File: config.mk
export PLATFORM = sky130hd
export DESIGN_NAME = hazard_ctrl_unit
export DESIGN_NICKNAME = d
export VERILOG_FILES = /design/src/rtl/hazard_ctrl_unit.sv
export SDC_FILE = /design/constraint.sdc
export NUM_CORES = 1
export LEC_CHECK = 0
export ABC_AREA = 1
export BUFFER_PORTS_ARGS = -buffer_cell sky130_fd_sc_hd__buf_2
export CORE_UTILIZATION = 30
export CTS_CLUSTER_DIAMETER = 50
export DETAILED_ROUTE_END_ITERATION = 10
export MAX_ROUTING_LAYER = met4
export PLACE_DENSITY = 0.68
export SLEW_MARGIN = 20
export SYNTH_ARGS = -nofsm -noshare
export SYNTH_HDL_FRONTEND = slang
export SYNTH_SLANG_ARGS = --single-unit
File: constraint.sdc
create_clock -name clk_i -period 1.4 [get_ports clk_i]
set_clock_uncertainty 0.2 [all_clocks]
set_input_delay 0.07 -clock clk_i [delete_from_list [all_inputs] [get_ports clk_i]]
set_output_delay 0.07 -clock clk_i [all_outputs]
set_load 0.01 [all_outputs]
File: src/rtl/hazard_ctrl_unit.sv
// Pipeline hazard controller: load-use stalls, multi-cycle multiply stalls and branch flushes.
// Define HAZARD_PERF_CNT_EN to build the saturating stall-cycle counter behind stall_cnt_o.
module hazard_ctrl_unit #(
    parameter int unsigned MUL_LAT = 4
) (
    input  logic        clk_i,
    input  logic        rst_i,
    input  logic [4:0]  ifid_rs_i,
    input  logic [4:0]  ifid_rt_i,
    input  logic        ifid_uses_rt_i,
    input  logic        idex_memread_i,
    input  logic [4:0]  idex_rt_i,
    input  logic        mul_start_i,
    input  logic        branch_taken_i,
    output logic        pc_write_o,
    output logic        ifid_write_o,
    output logic        ifid_flush_o,
    output logic        idex_flush_o,
    output logic [1:0]  state_o,
    output logic [15:0] stall_cnt_o
);

    typedef enum logic [1:0] {
        RUN      = 2'd0,
        LU_STALL = 2'd1,
        MUL_BUSY = 2'd2
    } state_t;

    localparam logic [3:0] MUL_LOAD = 4'(MUL_LAT - 1);

    state_t     state_q, state_d;
    logic [3:0] mul_cnt_q, mul_cnt_d;
    logic       load_use;

    always_comb begin
        load_use = idex_memread_i && (idex_rt_i != 5'd0) &&
                   ((idex_rt_i == ifid_rs_i) || (ifid_uses_rt_i && (idex_rt_i == ifid_rt_i)));
    end

    // Priority: branch flush, then multiply occupancy, then load-use, then multiply launch.
    always_comb begin
        pc_write_o   = 1'b1;
        ifid_write_o = 1'b1;
        ifid_flush_o = 1'b0;
        idex_flush_o = 1'b0;
        state_d      = state_q;
        mul_cnt_d    = mul_cnt_q;

        if (branch_taken_i) begin
            ifid_flush_o = 1'b1;
            idex_flush_o = 1'b1;
            state_d      = RUN;
            mul_cnt_d    = 4'd0;
        end else begin
            case (state_q)
                MUL_BUSY: begin
                    pc_write_o   = 1'b0;
                    ifid_write_o = 1'b0;
                    idex_flush_o = 1'b1;
                    mul_cnt_d    = mul_cnt_q - 4'd1;
                    if (mul_cnt_q == 4'd1) begin
                        state_d = RUN;
                    end
                end
                RUN, LU_STALL: begin
                    if (state_q == RUN && load_use) begin
                        pc_write_o   = 1'b0;
                        ifid_write_o = 1'b0;
                        idex_flush_o = 1'b1;
                        state_d      = LU_STALL;
                    end else if (mul_start_i && (MUL_LAT > 1)) begin
                        state_d   = MUL_BUSY;
                        mul_cnt_d = MUL_LOAD;
                    end else begin
                        state_d = RUN;
                    end
                end
                default: begin
                    state_d   = RUN;
                    mul_cnt_d = 4'd0;
                end
            endcase
        end
    end

    always_ff @(posedge clk_i or posedge rst_i) begin
        if (rst_i) begin
            state_q   <= RUN;
            mul_cnt_q <= 4'd0;
        end else begin
            state_q   <= state_d;
            mul_cnt_q <= mul_cnt_d;
        end
    end

    assign state_o = state_q;

`ifdef HAZARD_PERF_CNT_EN
    logic [15:0] stall_cnt_q, stall_cnt_d;

    always_comb begin
        stall_cnt_d = stall_cnt_q;
        if (!pc_write_o && (stall_cnt_q != 16'hFFFF)) begin
            stall_cnt_d = stall_cnt_q + 16'd1;
        end
    end

    always_ff @(posedge clk_i or posedge rst_i) begin
        if (rst_i) begin
            stall_cnt_q <= 16'd0;
        end else begin
            stall_cnt_q <= stall_cnt_d;
        end
    end

    assign stall_cnt_o = stall_cnt_q;
`else
    assign stall_cnt_o = 16'd0;
`endif

endmodule

# Yosys cells after proc, flatten, opt, wreduce, memory -nomap -nowiden
# Cells that the tools add are included.
op_classes:
  order_cmp: 0
  n_shift: 0
  n_bitwise: 0
  n_div: 0
  n_addsub: 1
  mux: 16
  n_eq_ne: 8
  n_mul: 0
  reduce_logical: 9
op_table:
  columns: ["operator", "count"]
  rows:
  - ["2-to-1 mux 4 bit", 3]
  - ["== test 5 bit", 2]
  - ["inequality test 3 bit, second input constant", 3]
  - ["2-to-1 mux 2 bit", 4]
  - ["one-hot mux 4 bit (2 select lines)", 1]
  - ["2-to-1 mux 1 bit", 5]
  - ["nonzero test 5 bit", 1]
  - ["== test 4 x 1 -> 1 bit, second input constant", 1]
  - ["logical AND 1 bit", 4]
  - ["one-hot mux 1 bit (2 select lines)", 2]
  - ["one-hot mux 2 bit (2 select lines)", 1]
  - ["subtractor 4 x 1 -> 4 bit, second input constant", 1]
  - ["== test 2 x 1 -> 1 bit, second input constant", 1]
  - ["== test 2 bit, second input constant", 1]
  - ["zero test 2 bit", 1]
  - ["AND reduction 2 bit", 1]
  - ["OR reduction 2 bit", 1]
  - ["logical OR 1 bit", 1]
totals:
  mem_bits_rw: 0
  latchBits: 0
  out_inout_bits: 22
  inputBits: 21
  n_memories: 0
  word_cells: 36
  regBits: 6
  rom_bits: 0

# Depth between registers and ports, before layout
# Gate-level depths: netlist of run 1.
logic_depth:
  depth_word: 8
  depth_mapped: 11
  mapped_depth_nobuf: 11

# Worst setup path before layout of run 1
# OpenSTA, ideal clock, no wires.
synth_path:
  path_kind: "register to output"
  startpoint: "register state_q[1], in the netlist state_o[1]"
  endpoint: "output port pc_write_o"
  path_stages_with_launch: 8
  arrival_ns: 1.027
  required_ns: 1.130
  path_buffers: 1
  setup_slack_ns: 0.103
  cell_sequence: "dfrtp_1 inv_1 nand4_1 inv_1 nand2_2 nand2_1 nand2_1 buf_4"
synth_via:
  elab_chain_len: 5
  word_cells_on_any_way: 8
  cone_classes: "2 x eq/ne; 3 x mux; 3 x reduce/logical"
synth_lines:
  columns: ["item", "line_no", "source"]
  rows:
  - ["start, declared", "31", "state_t state_q, state_d;"]
  - ["start signal, assigned", "91", "state_q <= state_d;"]
  - ["zero test 2 bit", null, null]
  - ["logical AND 1 bit", "66", "if (state_q == RUN && load_use) begin"]
  - ["2-to-1 mux 1 bit", null, null]
  - ["one-hot mux 1 bit (2 select lines) (*)", null, null]
  - ["2-to-1 mux 1 bit (*)", null, null]
  - ["end, declared", "15", "output logic pc_write_o,"]
# Mark *: on every way between the ends. The rest lies on a longest branch, timed or not.

# Worst setup path in the final report of run 1
layout_path:
  startpoint: "register state_q[0], in the netlist state_o[0]"
  endpoint: "output port pc_write_o"
layout_via:
  elab_chain_len: 5
  word_cells_on_any_way: 8
  cone_classes: "2 x eq/ne; 3 x mux; 3 x reduce/logical"
layout_lines:
  columns: ["item", "line_no", "source"]
  rows:
  - ["zero test 2 bit", "55, 66", null]
  - ["logical AND 1 bit", "66", null]
  - ["2-to-1 mux 1 bit", "66", null]
  - ["one-hot mux 1 bit (2 select lines) (*)", "55", "case (state_q)"]
  - ["2-to-1 mux 1 bit (*)", "49", "if (branch_taken_i) begin"]
# Marked as above.

==> metrics list, run 1 <==
- Dividing the detail-routed via count by the number of cells gives 4.10.
- In this run, synthesis produced a sequential element count of 6.
- Count of placed standard cells in the final layout, fillers left out: 187
- Floorplan die height: 51.1 µm
- The worst-case IR drop observed on VDD is 514 µV.
* Number of I/O port buffers: 26
- Number of hold violations in the final report: 0
- Run status: complete, but fails checks
- Post-route antenna net violation count: 0
* Final global-route overflow total: 0
* Starting utilization of the core area: 0.324
* Number of warnings printed during yosys synthesis: 0
* Number of global-route vias before repair: 677
* Via count: 767
* Post-synth top area share: 0.208
- Average cell area after synthesis: 5.93 µm²
* Layout overhead on the synthesized area: 28.5%
- In this run the power density over the cells is 747 nW/µm².
- By startpoint and endpoint, the worst setup path is classified as reg2out.
* GRT Util Overall: 0.132
- Total of endpoints with negative setup slack in the final report: 2
- The total count of max-transition violations in the final report is 0.
* Post-Route Utilization: 0.416
* Post-detailed-route wirelength per cell: 9.43 µm
- Final period utilization: 1.02
- Clock buffer count from CTS: 3
- With fillers left out, the area of the finished cells amounts to 930 µm².
- Max-cap violations in this run came to 0.
- Total instance count after detailed placement: 174
* Die Span X: 51.1 µm
- Shortest period the worst path allows: 1.43 ns
* P_leak: 0.000608 µW
- Die Footprint: 2610 µm²
* Worst endpoint required time: 1.13 ns
* Number of antenna cells inserted: 0
- Met3 track demand over resource: 0.0208
* Maximum clock frequency: 700 MHz
- Initial antenna violation count: 0
* Post-route worst setup slack: -0.0290 ns
- During I/O placement, the number of pins put on the boundary was 43.
- The first detailed-routing pass took 4 iterations.
- Ratio of cells with drive above 1 in the final layout: 0.289
- The worst hold path belongs to the class in2reg.
- For this run, global-route usage on met2 was measured as 0.259.
* Library cell used as clock root buffer: sky130_fd_sc_hd__clkbuf_4
* Main area contributors after synthesis: sky130_fd_sc_hd__dfrtp_1 (21%), sky130_fd_sc_hd__nand2_1 (20%), sky130_fd_sc_hd__buf_4 (19%), sky130_fd_sc_hd__inv_1 (11%), sky130_fd_sc_hd__nand3_1 (6.2%)
* Detailed placer's ending HPWL: 1330 µm
- Final wirelength: 1760 µm
- After floorplanning, the core was sized to cover 2230 µm².
* Portion of the post-synthesis area used by sequential elements: 0.208
- Clock latency on the worst-skew pair, taken at its later pin, is 0.25 ns.
- Power Total: 695 µW
- The worst setup path is captured at an output pin.
* Startpoint type of the worst setup path: flip-flop
- Global routing met1 resource utilization: 0.125
* Final GP Congestion: 0.815
* Worst path arrival time: 1.16 ns
- Net count reported at finish: 184
- Clock sinks: 6
* Largest net degree at the start of global routing: 7
* Min Hold Slack: 0.0176 ns
- Library cells used by synthesis: 17
* Cell area after placement: 817 µm²
- Drt drc: 0
- The final reports fail on negative setup slack.
* Number of inserted filler cells in the final layout: 235
- Count of H-tree levels built during CTS: 1
- Cells after synthesis: 122
* Iteration-0 DRC Markers: 31
- Floorplan row count: 17
- Setup repair after global routing missed its margin: yes
- Clock Path Buffers: 2
- TritonCTS built the clock tree.
* Clock-pin slew of the registers on the worst-case setup and hold paths: 0.05 ns
* Summed instance area of the synthesized netlist: 723 µm²
- Along the worst path, the maximum fanout reaches 3.
* First-pass GRT wire length: 2490 µm
* Leading area contributor after synthesis: sky130_fd_sc_hd__dfrtp_1
- Layer carrying the most global-route usage: met2
-- state kept, by name (all words and copies together) (netlist names) --
name / flops
mul_cnt_q: 4
state_o: 2
-- kinds of logic after synthesis --
| logic type | synth area share |
|---|---|
| XOR/XNOR | 0.0363 |
| flip-flops | 0.208 |
| AO/OA/AOI/OAI | 0.0329 |
| adder cells (fa/ha/maj) | 0.0346 |
| AND/OR/NAND/NOR | 0.367 |
| other | 0.00519 |
| buffers and inverters | 0.317 |
-- synthesized netlist by cell type (all sizes together) --
cell type and instances:
dfrtp 6, nand2 42, a211oi 1, conb 1, ha 2, o21ai 2, nand4 2, inv 25
nor2 10, buf 18, o22ai 1, nand3 9, xnor2 1, xor2 2
-- cell type report --
| class | count | area, µm² | area share |
|---|---|---|---|
| Clock buffer | 3 | 22.5 | 0.0242 |
| Inverter | 25 | 93.8 | 0.101 |
| Multi-Input combinational cell | 88 | 405 | 0.436 |
| Sequential cell | 6 | 150 | 0.162 |
| Tap cell | 28 | 35.0 | 0.0377 |
| Timing Repair Buffer | 37 | 223 | 0.240 |
-- cells in the final DEF, fill, tap and decap left out, drive strengths merged --
master | synthesis | layout
a211oi | 1 | 1
inv | 25 | 25
conb | 1 | 16
o21ai | 2 | 2
clkbuf | 0 | 3
o22ai | 1 | 1
xor2 | 2 | 2
nor2 | 10 | 10
dfrtp | 6 | 6
xnor2 | 1 | 1
nand4 | 2 | 2
buf | 18 | 33
dlygate4sd3 | 0 | 4
ha | 2 | 2
nand3 | 9 | 9
nand2 | 42 | 42
-- routing by layer --
metal | routed length, µm | vias to the layer above | share of wire
met3 | 122 | 3 | 0.069
li1 | - | 401 | -
met4 | 21 | 0 | 0.012
met2 | 877 | 29 | 0.50
met5 | 0 | - | 0
met1 | 742 | 334 | 0.42
-- power breakdown --
part | internal (µW) | leakage, µW | switching (µW) | total, µW
Combinational | 132 | 0.000517 | 178 | 311
Sequential | 198 | 0.0000779 | 18.3 | 217
Clock | 97.5 | 0.0000138 | 69.9 | 167
Total | 428 | 0.000608 | 266 | 695
-- worst paths after layout --
check / slack [ns] / cells after the start / from / end
worst min register to register: 0.32 / 2 / mul_cnt_q[1] / mul_cnt_q[1]
worst max register to register: 0.04 / 9 / state_o[0] / mul_cnt_q[0]
min in group asynchronous: 0.09 / 3 / rst_i / state_o[0]
worst min-delay path: 0.02 / 4 / branch_taken_i / state_o[1]
worst max-delay path: -0.03 / 7 / state_o[0] / pc_write_o
max in group asynchronous: 0.69 / 3 / rst_i / mul_cnt_q[0]
-- critical path: stages, from the launching register on --
cell                      delay [ns]
sky130_fd_sc_hd__dfrtp_1        0.38
sky130_fd_sc_hd__inv_2          0.07
sky130_fd_sc_hd__nand4_1        0.08
sky130_fd_sc_hd__inv_1          0.07
sky130_fd_sc_hd__nand2_2        0.06
sky130_fd_sc_hd__nand2_1        0.06
sky130_fd_sc_hd__nand2_1        0.05
sky130_fd_sc_hd__buf_2          0.14
-- per-stage QoR --
step                      TNS [ns]  setup slack (ns)
after floorplan                  0             0.103
after global placement           0             0.139
after detailed placement         0             0.109
after CTS                  -0.0562           -0.0281
after global routing        -0.270           -0.0808
final                      -0.0577           -0.0290
-- timing repair --
action | CTS | global route
hold buffers | 4 | 0
resized for setup | 0 | 6
setup buffers | 4 | 2
endpoints found under the setup margin | 3 | 5
pin swaps | 2 | 0
endpoints found under the hold margin | 12 | 0
Power figures use the tool's default switching activity.
==> run 2: changes to the inputs <==
--- a/config.mk
+++ b/config.mk
@@ -6,7 +6,7 @@
 export NUM_CORES = 1
 export LEC_CHECK = 0
 export ABC_AREA = 1
-export BUFFER_PORTS_ARGS = -buffer_cell sky130_fd_sc_hd__buf_2
+export BUFFER_PORTS_ARGS = -buffer_cell sky130_fd_sc_hd__clkbuf_2
 export CORE_UTILIZATION = 30
 export CTS_CLUSTER_DIAMETER = 50
 export DETAILED_ROUTE_END_ITERATION = 10
==> run 2 against run 1 <==
  * The flow still finishes with violations (negative setup slack)
  * Final area increased by 2.8%
  * Core utilization increased by 1.2 points
  * Register-to-register slack got worse by 0.03 ns
  * Clock-buffer cell count unchanged
  * Critical endpoint is now ifid_write_o
==> metrics list, run 2 (same netlist as run 1, synthesis figures left out) <==
* Post-Layout Inst Area: 956 µm²
- Starting utilization of the core area: 0.324
* Critical path capture point: ifid_write_o
* Clock Path Buffers: 2
- First-pass GRT wire length: 2620 µm
- Run status: complete, but fails checks
- Setup repair after global routing missed its margin: yes
- Post-route antenna net violation count: 0
- Worst path arrival time: 1.17 ns
* Count of cells along the worst register-to-register path: 6
* Critical path startpoint: state_o[0]
- Depth of the critical timing path with buffers and inverters included: 7
- Worst Path Max Fanout: 3
- For this design the top-level I/O count stands at 43.
- Delay of the slowest cell on the worst path: 0.37 ns
- Initial antenna violation count: 0
- Slack of the worst reg-to-reg path: 0.01 ns
* Chain of cells forming the critical path: inv_1 -> nand4_1 -> inv_1 -> nand2_2 -> nand2_2 -> nand2_2 -> clkbuf_2
- After clock tree synthesis, the clock-pin slew on the worst setup and hold paths is 0.05 ns.
- The analysis attributes to cell leakage a power of 0.000625 µW.
- Floorplan die height: 51.1 µm
- Clock buffer count from CTS: 3
* Pre-antenna DRT Iters: 4
- Library cell used as clock root buffer: sky130_fd_sc_hd__clkbuf_4
- Die Footprint: 2610 µm²
- In the global route stage, overall resource usage came out at 0.137.
* Iteration-0 DRC Markers: 14
* Post-route worst setup slack: -0.0440 ns
* Clock sinks: 6
- Post-detailed-route wirelength per cell: 8.78 µm
- In this run the cell area measured after placement is 817 µm².
- Flip-flop count of the largest register after layout: 4
* Final period utilization: 1.03
- Ratio of cells with drive above 1 in the final layout: 0.304
* Worst slack at placement: 0.0741 ns
* Insertion delay of the later-clocked pin in the worst-skew pair: 0.25 ns
- Number of I/O port buffers: 26
* Crit-path leading delay family: flip-flops
- The total count of max-transition violations in the final report is 0.
- Data on the critical path is required at its endpoint by 1.13 ns.
- For this design, the slowest cell found on the critical path is sky130_fd_sc_hd__dfrtp_1.
- The via count of the first global-routing pass came to 718.
* Buffers plus inverters on the worst setup path: 3
- Total of endpoints with negative setup slack in the final report: 2
- After the last flow step, the layout net total stands at 186.
- Floorplan Core Area: 2230 µm²
- Shortest period the worst path allows: 1.44 ns
* Beginning of the worst register-to-register path: state_o[0]
* Clock tree from TritonCTS: yes
- The most numerous cell type found on the critical path is sky130_fd_sc_hd__nand2_2.
- The wire-length estimate of the detail-placed layout is 1280 µm.
- Maximum clock frequency: 693 MHz
* Leading cell type in the layout, fill and taps excluded: sky130_fd_sc_hd__nand2_1
- Max-cap violations in this run came to 0.
- Final wirelength: 1660 µm
* Worst r2r dst: state_o[0]
- Startpoint type of the worst setup path: flip-flop
- Floorplan row count: 17
- Final GP Congestion: 0.814
* Cell area power density: 737 nW/µm²
* Via count: 794
- Largest net degree at the start of global routing: 7
- The critical path is of the reg2out type.
- Number of antenna cells inserted: 0
- Ranked by flip-flop count, first place goes to mul_cnt_q.
- Across the VDD grid, the largest voltage drop is 523 µV.
- Relative to the synthesized area, the layout overhead comes to 32.2%.
- Type of the worst min-delay path: in2reg
- Count of H-tree levels built during CTS: 1
* Final global-route overflow total: 0
- The worst setup path is captured at an output pin.
* Die Span X: 51.1 µm
* Most frequent cells in the layout: sky130_fd_sc_hd__nand2_1 (36), sky130_fd_sc_hd__clkbuf_2 (24), sky130_fd_sc_hd__inv_1 (21)
- The number of hold violations in the final report is 0.
- In the routed design, unresolved DRC markers number 0.
- The final reports fail on negative setup slack.
- After detailed routing, the number of vias per cell comes to 4.20.
==> run 2: cell types whose count changed in the layout (fill, tap and decap cells not counted), moves of 2 or more <==
cell                       delta
sky130_fd_sc_hd__nand2_2      +2
sky130_fd_sc_hd__o21ai_1      -2
sky130_fd_sc_hd__clkbuf_2    +24
sky130_fd_sc_hd__nand2_1      -2
sky130_fd_sc_hd__buf_4        +2
sky130_fd_sc_hd__o21ai_0      +2
sky130_fd_sc_hd__buf_2       -25
==> run 2: metal layers <==
| layer | share of wire | vias to the layer above | GRT usage |
|---|---|---|---|
| li1 | - | 409 | - |
| met4 | 0.0036 | 0 | 0.0556 |
| met5 | 0 | - | - |
| met2 | 0.50 | 32 | 0.259 |
| met3 | 0.070 | 2 | 0.0298 |
| met1 | 0.43 | 351 | 0.133 |
==> run 2: timing repair <==
item | CTS | global route
setup buffers | 7 | 1
hold endpoints to repair | 12 | 0
setup endpoints to repair | 3 | 8
gates resized for setup | 0 | 8
pin swaps | 2 | 1
hold buffers | 4 | 0
==> run 2: worst min-delay path by stage <==
stage,to,from,slack (ns),cells after the start
floorplan,mul_cnt_q[0],rst_i,-0.34,1
CTS,mul_cnt_q[0],branch_taken_i,0.02,5
finish,mul_cnt_q[0],branch_taken_i,0.01,5
detailed placement,mul_cnt_q[2],rst_i,-0.20,2
global route,mul_cnt_q[0],branch_taken_i,0.06,5
global placement,mul_cnt_q[2],rst_i,-0.21,2
==> run 2: area by class of cell <==
cell class,count,area [µm²]
fillers,241,1280
multi-input cells,88,410
repair buffers,39,244
flip-flops and latches,6,150
inverters,25,93.8
well taps,28,35.0
clock buffers,3,22.5
==> run 2: power by group <==
part           total (µW)  switching, µW  internal [µW]
registers             217           18.3            198
logic                 321            179            141
clock network         167           69.7           97.5
total                 705            267            437
==> run 2: worst register-to-register path, stage by stage (launching register included) <==
cell                       delay, ns
sky130_fd_sc_hd__dfrtp_1        0.37
sky130_fd_sc_hd__buf_4          0.13
sky130_fd_sc_hd__buf_4          0.13
sky130_fd_sc_hd__nor2_1         0.12
sky130_fd_sc_hd__inv_1          0.09
sky130_fd_sc_hd__nor2_2         0.14
sky130_fd_sc_hd__a211oi_1       0.09
==> run 2: metrics by stage <==
stage	hold WS [ns]	TNS, ns	utilization	std cells	power, µW
after floorplan	-0.339	0	-	137	432
after global placement	-0.213	0	0.366	174	475
after detailed placement	-0.204	0	0.366	174	488
after CTS	0.0181	-0.0737	0.417	188	698
after global routing	0.0578	-0.535	0.428	189	779
final	0.0119	-0.0794	0.428	189	705
